File: config.mk
export PLATFORM = sky130hd
export DESIGN_NAME = uart_tx_periph
export DESIGN_NICKNAME = d
export VERILOG_FILES = /design/src/rtl/uart_tx_pkg.sv /design/src/rtl/uart_tx_fifo.sv /design/src/rtl/uart_tx_periph.sv
export SDC_FILE = /design/constraint.sdc
export NUM_CORES = 1
export LEC_CHECK = 0
export ABC_AREA = 1
export BUFFER_PORTS_ARGS = -buffer_cell sky130_fd_sc_hd__buf_4
export CAP_MARGIN = 10
export CORE_MARGIN = 4
export CORE_UTILIZATION = 45
export DETAILED_ROUTE_END_ITERATION = 10
export SYNTH_ARGS = -nofsm -noshare
export SYNTH_HDL_FRONTEND = slang
export SYNTH_SLANG_ARGS = --single-unit
export TNS_END_PERCENT = 1
File: constraint.sdc
create_clock -name clk -period 6.3 [get_ports clk]
set_input_delay 1.26 -clock clk [delete_from_list [all_inputs] [get_ports clk]]
set_output_delay 1.26 -clock clk [all_outputs]
set_load 0.01 [all_outputs]
File: src/rtl/uart_tx_pkg.sv
// -----------------------------------------------------------------------------
// uart_tx_pkg
// Shared definitions for the memory-mapped UART transmitter:
//   - register offsets decoded on mem_addr[3:2]
//   - bit positions inside the STATUS register
//   - shifter FSM state encoding
//   - eff_div(): converts a programmed divider into clocks per bit
// No ports (package).
// -----------------------------------------------------------------------------
package uart_tx_pkg;

    // Register offsets, word index = mem_addr[3:2]
    localparam logic [1:0] REG_DATA   = 2'd0;
    localparam logic [1:0] REG_STATUS = 2'd1;
    localparam logic [1:0] REG_DIV    = 2'd2;
    localparam logic [1:0] REG_RSVD   = 2'd3;

    // STATUS register bit indices
    localparam int STAT_FULL  = 0;
    localparam int STAT_EMPTY = 1;
    localparam int STAT_BUSY  = 2;

    // Number of data bits in an 8N1 frame
    localparam int DATA_BITS = 8;

    typedef enum logic [1:0] {
        ST_IDLE  = 2'd0,
        ST_START = 2'd1,
        ST_DATA  = 2'd2,
        ST_STOP  = 2'd3
    } tx_state_t;

    // A programmed divider of 0 still has to hold each bit for one clock.
    function automatic logic [15:0] eff_div(input logic [15:0] d);
        return (d == 16'd0) ? 16'd1 : d;
    endfunction

endpackage

File: src/rtl/uart_tx_fifo.sv
// -----------------------------------------------------------------------------
// uart_tx_fifo
// Single-clock synchronous FIFO holding bytes waiting to be serialised.
// Push into a full FIFO and pop from an empty FIFO are ignored. A push and a
// pop in the same cycle leave the count unchanged and keep data order.
// Ports:
//   clk, resetn          clock, synchronous active-low reset
//   push, push_data      write one entry
//   pop, pop_data        pop_data shows the oldest entry; pop removes it
//   full, empty, count   occupancy
// DEPTH must be a power of 2 and at least 2.
// -----------------------------------------------------------------------------
module uart_tx_fifo #(
    parameter int DEPTH = 8,
    parameter int WIDTH = 8
) (
    input  logic                     clk,
    input  logic                     resetn,
    input  logic                     push,
    input  logic [WIDTH-1:0]         push_data,
    input  logic                     pop,
    output logic [WIDTH-1:0]         pop_data,
    output logic                     full,
    output logic                     empty,
    output logic [$clog2(DEPTH):0]   count
);

    localparam int AW = $clog2(DEPTH);

    logic [WIDTH-1:0] mem [DEPTH];
    logic [AW-1:0]    wr_ptr;
    logic [AW-1:0]    rd_ptr;
    logic             do_push;
    logic             do_pop;

    assign do_push = push && !full;
    assign do_pop  = pop && !empty;

    // NOTE: sequential state is assigned with <= so every register samples
    // the pre-edge values of the others, independent of statement order.
    always_ff @(posedge clk) begin
        if (!resetn) begin
            wr_ptr <= '0;
            rd_ptr <= '0;
            count  <= '0;
        end else begin
            if (do_push) wr_ptr <= wr_ptr + 1'b1;
            if (do_pop)  rd_ptr <= rd_ptr + 1'b1;
            if (do_push && !do_pop)      count <= count + 1'b1;
            else if (do_pop && !do_push) count <= count - 1'b1;
        end
    end

    // NOTE: the storage array is deliberately not reset; the pointers and
    // count define validity, and a reset-free array maps onto plain RAM.
    always_ff @(posedge clk) begin
        if (do_push) mem[wr_ptr] <= push_data;
    end

    assign pop_data = mem[rd_ptr];
    assign full     = (count == (AW + 1)'(DEPTH));
    assign empty    = (count == '0);

endmodule

File: src/rtl/uart_tx_periph.sv
// -----------------------------------------------------------------------------
// uart_tx_periph
// PicoRV32 native-bus UART transmitter (8N1) with a TX FIFO.
// Registers (word index mem_addr[3:2]):
//   0 DATA   write: push mem_wdata[7:0] when mem_wstrb[0]; read: 0
//            (a write with a full FIFO is stalled until an entry frees up)
//   1 STATUS read: {29'b0, tx_busy, fifo_empty, fifo_full}; writes ignored
//   2 DIV    clocks per bit (0 behaves as 1); byte lanes 0/1 writable
//   3 reserved, reads 0, writes ignored
// Ports:
//   clk, resetn                    clock, synchronous active-low reset
//   mem_valid/addr/wdata/wstrb     bus request (wstrb==0 is a read)
//   mem_ready                      registered one-cycle acknowledge
//   mem_rdata                      read data, valid with mem_ready
//   uart_tx                        registered serial output, idle high
//   tx_busy                        FIFO non-empty or frame in flight
// -----------------------------------------------------------------------------
module uart_tx_periph
    import uart_tx_pkg::*;
#(
    parameter logic [31:0] BASE_ADDR   = 32'h0200_0000,
    parameter int          FIFO_DEPTH  = 8,
    parameter logic [15:0] DEFAULT_DIV = 16'd104
) (
    input  logic        clk,
    input  logic        resetn,
    input  logic        mem_valid,
    input  logic [31:0] mem_addr,
    input  logic [31:0] mem_wdata,
    input  logic [3:0]  mem_wstrb,
    output logic        mem_ready,
    output logic [31:0] mem_rdata,
    output logic        uart_tx,
    output logic        tx_busy
);

    localparam int CW = $clog2(FIFO_DEPTH) + 1;

    // ---------------- bus decode ----------------
    logic        sel;
    logic [1:0]  reg_sel;
    logic        is_write;
    logic        data_write;
    logic        accept;
    logic        push;
    logic [31:0] rdata_next;
    logic [15:0] div;

    // ---------------- FIFO ----------------
    logic          pop;
    logic [7:0]    fifo_data;
    logic          fifo_full;
    logic          fifo_empty;
    logic [CW-1:0] fifo_count;

    // ---------------- shifter ----------------
    tx_state_t   state, state_next;
    logic [2:0]  bit_idx, bit_next;
    logic [15:0] clk_cnt, cnt_next;
    logic [7:0]  shreg, sh_next;
    logic [15:0] frame_div, fdiv_next;
    logic        tx_q, tx_next;
    logic        bit_end;

    // Address bits and lanes that play no part in decode or storage.
    logic unused_bits;
    assign unused_bits = ^{mem_addr[23:4], mem_addr[1:0], mem_wdata[31:16], mem_wstrb[3:2]};

    assign sel        = mem_valid && (mem_addr[31:24] == BASE_ADDR[31:24]);
    assign reg_sel    = mem_addr[3:2];
    assign is_write   = |mem_wstrb;
    assign data_write = is_write && (reg_sel == REG_DATA);
    // mem_ready high blocks a second accept of the same request; a DATA
    // write meeting a full FIFO simply waits here until a pop frees space.
    assign accept     = sel && !mem_ready && !(data_write && fifo_full);
    assign push       = accept && data_write && mem_wstrb[0];

    assign tx_busy = (fifo_count != '0) || (state != ST_IDLE);
    assign uart_tx = tx_q;

    // NOTE: every variable written here gets a default first, so no path
    // through the block leaves it unassigned and no latch is inferred.
    always_comb begin
        rdata_next = '0;
        case (reg_sel)
            REG_STATUS: begin
                rdata_next[STAT_BUSY]  = tx_busy;
                rdata_next[STAT_EMPTY] = fifo_empty;
                rdata_next[STAT_FULL]  = fifo_full;
            end
            REG_DIV:    rdata_next = {16'b0, div};
            default:    rdata_next = '0;
        endcase
    end

    always_ff @(posedge clk) begin
        if (!resetn) begin
            mem_ready <= 1'b0;
            mem_rdata <= '0;
            div       <= DEFAULT_DIV;
        end else begin
            mem_ready <= accept;
            if (accept && !is_write) mem_rdata <= rdata_next;
            if (accept && is_write && (reg_sel == REG_DIV)) begin
                if (mem_wstrb[0]) div[7:0]  <= mem_wdata[7:0];
                if (mem_wstrb[1]) div[15:8] <= mem_wdata[15:8];
            end
        end
    end

    uart_tx_fifo #(
        .DEPTH (FIFO_DEPTH),
        .WIDTH (8)
    ) u_fifo (
        .clk       (clk),
        .resetn    (resetn),
        .push      (push),
        .push_data (mem_wdata[7:0]),
        .pop       (pop),
        .pop_data  (fifo_data),
        .full      (fifo_full),
        .empty     (fifo_empty),
        .count     (fifo_count)
    );

    // ---------------- shifter FSM ----------------
    assign bit_end = (clk_cnt == frame_div - 16'd1);

    always_ff @(posedge clk) begin
        if (!resetn) begin
            state     <= ST_IDLE;
            bit_idx   <= '0;
            clk_cnt   <= '0;
            shreg     <= '0;
            frame_div <= 16'd1;
            tx_q      <= 1'b1;
        end else begin
            state     <= state_next;
            bit_idx   <= bit_next;
            clk_cnt   <= cnt_next;
            shreg     <= sh_next;
            frame_div <= fdiv_next;
            tx_q      <= tx_next;
        end
    end

    always_comb begin
        state_next = state;
        bit_next   = bit_idx;
        cnt_next   = clk_cnt;
        sh_next    = shreg;
        fdiv_next  = frame_div;
        pop        = 1'b0;

        unique case (state)
            ST_IDLE: begin
                if (!fifo_empty) begin
                    pop        = 1'b1;
                    state_next = ST_START;
                    sh_next    = fifo_data;
                    fdiv_next  = eff_div(div);
                    cnt_next   = '0;
                end
            end
            ST_START: begin
                if (bit_end) begin
                    state_next = ST_DATA;
                    cnt_next   = '0;
                    bit_next   = '0;
                end else begin
                    cnt_next = clk_cnt + 16'd1;
                end
            end
            ST_DATA: begin
                if (bit_end) begin
                    cnt_next = '0;
                    if (bit_idx == 3'(DATA_BITS - 1)) begin
                        state_next = ST_STOP;
                    end else begin
                        bit_next = bit_idx + 3'd1;
                        sh_next  = {1'b0, shreg[7:1]};
                    end
                end else begin
                    cnt_next = clk_cnt + 16'd1;
                end
            end
            ST_STOP: begin
                if (bit_end) begin
                    cnt_next = '0;
                    // Chain straight into the next start bit: no idle gap.
                    if (!fifo_empty) begin
                        pop        = 1'b1;
                        state_next = ST_START;
                        sh_next    = fifo_data;
                        fdiv_next  = eff_div(div);
                    end else begin
                        state_next = ST_IDLE;
                    end
                end else begin
                    cnt_next = clk_cnt + 16'd1;
                end
            end
            default: state_next = ST_IDLE;
        endcase

        // Line level follows the state being entered, so uart_tx is a flop.
        case (state_next)
            ST_START: tx_next = 1'b0;
            ST_DATA:  tx_next = sh_next[0];
            default:  tx_next = 1'b1;
        endcase
    end

endmodule

Word level (Yosys, flattened, before mapping) --
Memories as Yosys holds them, arrays and structs flattened. A register that Yosys moved wholly into a read port is not among the register bits. Cells that the tools add are included.
Storage, ports and cells: flip-flop bits (word level) 105, RAM bits 64, input port bits 71, output and inout port bits 35, memories kept 1
Memory list:
- u_fifo.mem | words 8, width 8, read ports 1, clocked after Yosys merged registers in 1, wr ports 1, RTL line uart_tx_fifo.sv:30 | logic [WIDTH-1:0] mem [DEPTH];
Cells by class: mux-type cells 35, reductions and logical operators 39, add/subtract/negate cells 7, equality and inequality tests 16
Operator list (count):
- $mux W16 | 5
- $pmux W16 S2 | 2
- $mux W8 | 4
- $pmux W8 S3 | 1
- $add A16 B1 Y16 const B | 1
- $eq A16 B16 Y1 | 1
- $logic_not A16 Y1 | 1
- $sub A16 B1 Y16 const B | 1
- $mux W3 | 5
- $logic_and A1 B1 Y1 | 14
- $mux W13 | 1
- $pmux W3 S2 | 2
- $mux W2 | 5
- $ne A2 B2 Y1 const B | 5
- $add A3 B1 Y3 const B | 3
- $eq A2 B2 Y1 const B | 4
- $eq A8 B2 Y1 const B | 1
- $mux W4 | 2
- $pmux W2 S4 | 1
- $reduce_and A4 Y1 | 2
- $reduce_bool A2 Y1 | 4
- $logic_not A1 Y1 | 7
- $eq A2 B1 Y1 const B | 3
- $reduce_and A2 Y1 | 3
- other kinds (13) | 19

Logic depth before layout (Yosys ltp) --
depth after elaboration 12, mapped depth 25, depth with buffers taken out 25

Hierarchy --
A second synthesis with hierarchy kept.
Second synthesis, totals: cells, all modules 981, area, all modules 7827.5 um2
By module, submodules not included:
- uart_tx_periph | times used 1, cells each 689, area an instance 4620.7 um2
- uart_tx_fifo | times used 1, cells each 292, area an instance 3206.8 um2

Worst setup path before layout --
OpenSTA, ideal clock, no wires.
path kind input to register, from input mem_addr[29], to register u_fifo.count[3], setup time 119 ps, setup slack 2751 ps, path buffers 0, data arrival time 3430 ps, stages on the path 15, cell sequence or2_1 nand3b_1 nor4_1 nand2_1 inv_1 ha_1 inv_1 ha_1 and3_1 a211oi_1 nor2_1 nor2_1 nand2_1 o21ai_0 a21oi_1
On the way: cells in the longest elaborated chain, start to end 10
RTL lines:
- from (decl) | RTL line uart_tx_periph.sv:28 | input logic [31:0] mem_addr,
- $eq A8 B2 Y1 * | RTL line uart_tx_periph.sv:69 | assign sel = mem_valid && (mem_addr[31:24] == BASE_ADDR[31:24]);
- $logic_and A1 B1 Y1 * | RTL line uart_tx_periph.sv:69
- $logic_and A1 B1 Y1 * (2 in a row) | RTL line uart_tx_periph.sv:75 | assign accept = sel && !mem_ready && !(data_write && fifo_full);
- $logic_and A1 B1 Y1 * (2 in a row) | RTL line uart_tx_periph.sv:76 | assign push = accept && data_write && mem_wstrb[0];
- $logic_and A1 B1 Y1 * | RTL line uart_tx_fifo.sv:36 | assign do_push = push && !full;
- net u_fifo.do_push | RTL line uart_tx_fifo.sv:33 | logic do_push;
- $logic_not A1 Y1 | RTL line uart_tx_fifo.sv:50 | else if (do_pop && !do_push) count <= count - 1'b1;
- $logic_and A1 B1 Y1 | RTL line uart_tx_fifo.sv:50
- $reduce_bool A2 Y1 (no source line)
- to (signal assigned) | RTL line uart_tx_fifo.sv:49 | if (do_push && !do_pop) count <= count + 1'b1;
- to (signal assigned) | RTL line uart_tx_fifo.sv:50
- to (decl) | RTL line uart_tx_fifo.sv:25 | output logic [$clog2(DEPTH):0] count
Mark *: on every way through the listed nets, which the timed path passes. The rest lies on a longest branch. A chain may end at the register's enable or synchronous reset.

Worst setup path in the final report --
from register u_fifo.count[0], to output tx_busy
On the way: cells in the longest elaborated chain, start to end 2
RTL lines:
- $reduce_bool A4 Y1 | RTL line uart_tx_periph.sv:78 | assign tx_busy = (fifo_count != '0) || (state != ST_IDLE);
- $logic_or A1 B1 Y1 | RTL line uart_tx_periph.sv:78
- to (decl) | RTL line uart_tx_periph.sv:34 | output logic tx_busy
No other way between the ends.

==> metrics.txt <==
Final Util=52.68%; leakage power=3.691 nW; CTS tree=done; layout cell share with drive strength beyond 1=between 10% and 20%; startpoint types=flip-flop; crit path from=u_fifo.count[0]; Yosys reg bits=156; PD cells=386.8 nW/um2; Area Growth Syn to Fin=14.58%; TritonCTS buffer count=17; Starting Density=45.98%; GR Layer Usage met1=26.41%; Post-synth top flop=dfxtp_1; H-tree levels=4; reg2reg start=frame_div[0]; Yosys top cell by area=edfxtp_1; Place WS=2181 ps; Root Driver=clkbuf_16; Slew HR=37.54%; die area=slightly below 20,000 um2; Commonest cells post-synth=nand2_1, nor2_1, inv_1; DIE HEIGHT=140.9 um; Seq pwr share=34.9%; Netlist Area Pre-Place=7953 um2; endpoints failing setup=0; setup total negative slack=0 ps; Skew-Pair Late Insertion Delay=430 ps; Final Hold Viols=0; share of the synthesized area in the top cell type=24.17%; period utilization=72.28%; peak supply drop=just under 0.0003 V; # rows=48; first-pass GRT wire length=just over 30,000 um; Remaining DRCs=0; CP Data Required Time=between 5000 and 6000 ps; die extent in x=approximately 140 um; GP Congestion=0.8983; cell-internal power=2.117 mW; EDFF count, synth=64; CTS resizes=0; post-DP HPWL=12,950 um; Boundary Pins=106; final net count=1,110; n_diodes=0; crit path kind=flip-flop to primary output; gr busiest metal=met2; Distinct cells, synth=50; outcome=finished clean; Crit. End Element=primary output; via count=6,373; CTS max path bufs=2; Wirelength per Cell=14.57 um; # fillers=1,668; yosys warns=0; Worst Reg-to-Reg Cells=25; drt first-iter violations=roughly 400; max cap viols=0; RSZ-0062 raised after global routing=false; combinational share of power=35.4%; CP Data Arrival Time=about 3300 ps; Pre-Repair DR Iteration Count=5; grt met2 use=31.05%; Clk pwr share=29.8%; most common cell in the synthesized netlist=nand2_1; overall global routing resource usage=19.01%; Vias/cell=5.066; initial antenna violation count=0; GRT overflow=0; worst min path class=flip-flop to flip-flop; Clock Pin Slew Worst Setup and Hold Paths=70 ps; Hold Startpoint=bit_idx[1]; fmax=0.2196 GHz; Post-synth ARST share=0%; antenna-violating nets left=0; vias in the first global route=5,977; Routed WL=18,330 um; Worst-Margin Slew=between 900 and 1000 ps; met3 GRT Util=3.087%; pin count of the biggest net entering global routing=54; worst setup margin=between 1500 and 2000 ps; Crit Path Max Fanout=19; Mapped Cells=970; clk sink count=156; clock skew=15.36 ps; IO buf count=51; core area=17,300 um2; Final Critical Period=~4600 ps; sequential fraction of the synthesis area=47.33%; number of setup buffers added after CTS=0; Net Sw Frac=39.95%; hold_buf cts=0; switching pwr=between 1 and 1.5 mW; Avg Synthesized Cell Area=8.199 um2; post-layout total power=about 3.5 mW; dominant cells by area after synthesis=edfxtp_1, dfxtp_1, nand2_1; Worst Hold Depth=2; Slew Viols, Final=0
## metal layers
metal | routed length (um) | vias up
met2 | 8585 | 123
met3 | 702 | 16
met5 | 0 | -
li1 | - | 3340
met4 | 212 | 0
met1 | 8830 | 2894
## cells by family (layout without fill, tap and decap cells)
| group | Yosys count | in the layout | synth area share, % |
|---|---|---|---|
| buf+inv | 149 | 197 | 8.213 |
| compound gates | 207 | 207 | 14.73 |
| flops | 156 | 156 | 47.33 |
| fa+ha+maj | 19 | 19 | 3.084 |
| other cells | 1 | 16 | 0.04715 |
| simple gates | 425 | 425 | 25.17 |
| xor+xnor | 13 | 13 | 1.432 |
## layout make-up
cell class | count | area, um2 | area share [%]
clock buffers | 17 | 425.4 | 4.668
clock inverters | 15 | 191.4 | 2.101
inverters | 103 | 392.9 | 4.311
multi-input cells | 680 | 3592 | 39.42
flip-flops and latches | 156 | 3764 | 41.30
well taps | 225 | 281.5 | 3.089
repair buffers | 62 | 465.4 | 5.108
## sequential cells by signal (all words and copies together) (netlist names), named ones only
signal and flops:
clk_cnt 16, mem_rdata 16, u_fifo.count 4, bit_idx 3, state 2, shreg 8
u_fifo.wr_ptr 3, frame_div 16, div 16, u_fifo.rd_ptr 3, u_fifo.mem 64, uart_tx 1
mem_ready 1
## cells in the final DEF (no fill, tap or decap), types with 2 or more instances in the layout
cell type	instances
a211oi_2	6
inv_6	4
nor2_2	8
conb_1	16
a211oi_1	17
inv_1	92
inv_2	7
inv_8	4
nand3_1	63
nor2_4	6
clkinv_8	4
a21oi_2	2
clkinv_4	2
nand4_1	9
buf_4	62
clkinv_1	2
nand3b_1	7
dfxtp_1	92
ha_1	18
or2_2	2
nor2_1	110
nor4_1	2
o211ai_1	2
nor4_4	2
o21ai_0	71
xor2_1	10
xnor2_1	3
nand2_2	7
nand3_4	2
clkbuf_16	17
nand2_4	4
a21oi_1	71
nor3_1	17
o21ai_1	15
edfxtp_1	64
nand2_1	178
nor2_8	2
o22ai_1	18
## through the flow
step,std cells,instance area [um2],hold WS [ps]
final,1258,9112,457.4
after global placement,1226,8496,448.9
after CTS,1258,9112,463.1
after floorplan,985,8009,433.4
after detailed placement,1226,8496,452.8
after global routing,1258,9112,482.6
## critical path, stage by stage (launching register included)
cell	delay [ps]
dfxtp_1	350
nor2_1	120
inv_1	60
nor3_1	710
clkinv_1	810
nor2_2	260
buf_4	290
inv_1	100
buf_4	150
## final timing paths
path	end	slack, ps
setup reg to reg	u_fifo.count[3]	2690
setup / recovery	tx_busy	1750
hold reg to reg	bit_idx[1]	460
hold / removal	bit_idx[1]	460
## power by group through the flow
stage	combinational, mW	sequential, mW	clock, mW
after global placement	1.24	1.25	0
after global routing	1.42	1.24	1.11
after CTS	1.25	1.23	1.07
final	1.25	1.23	1.05
after detailed placement	1.25	1.25	0
after floorplan	1.00	1.22	0
(Power assumes the default switching activity.)
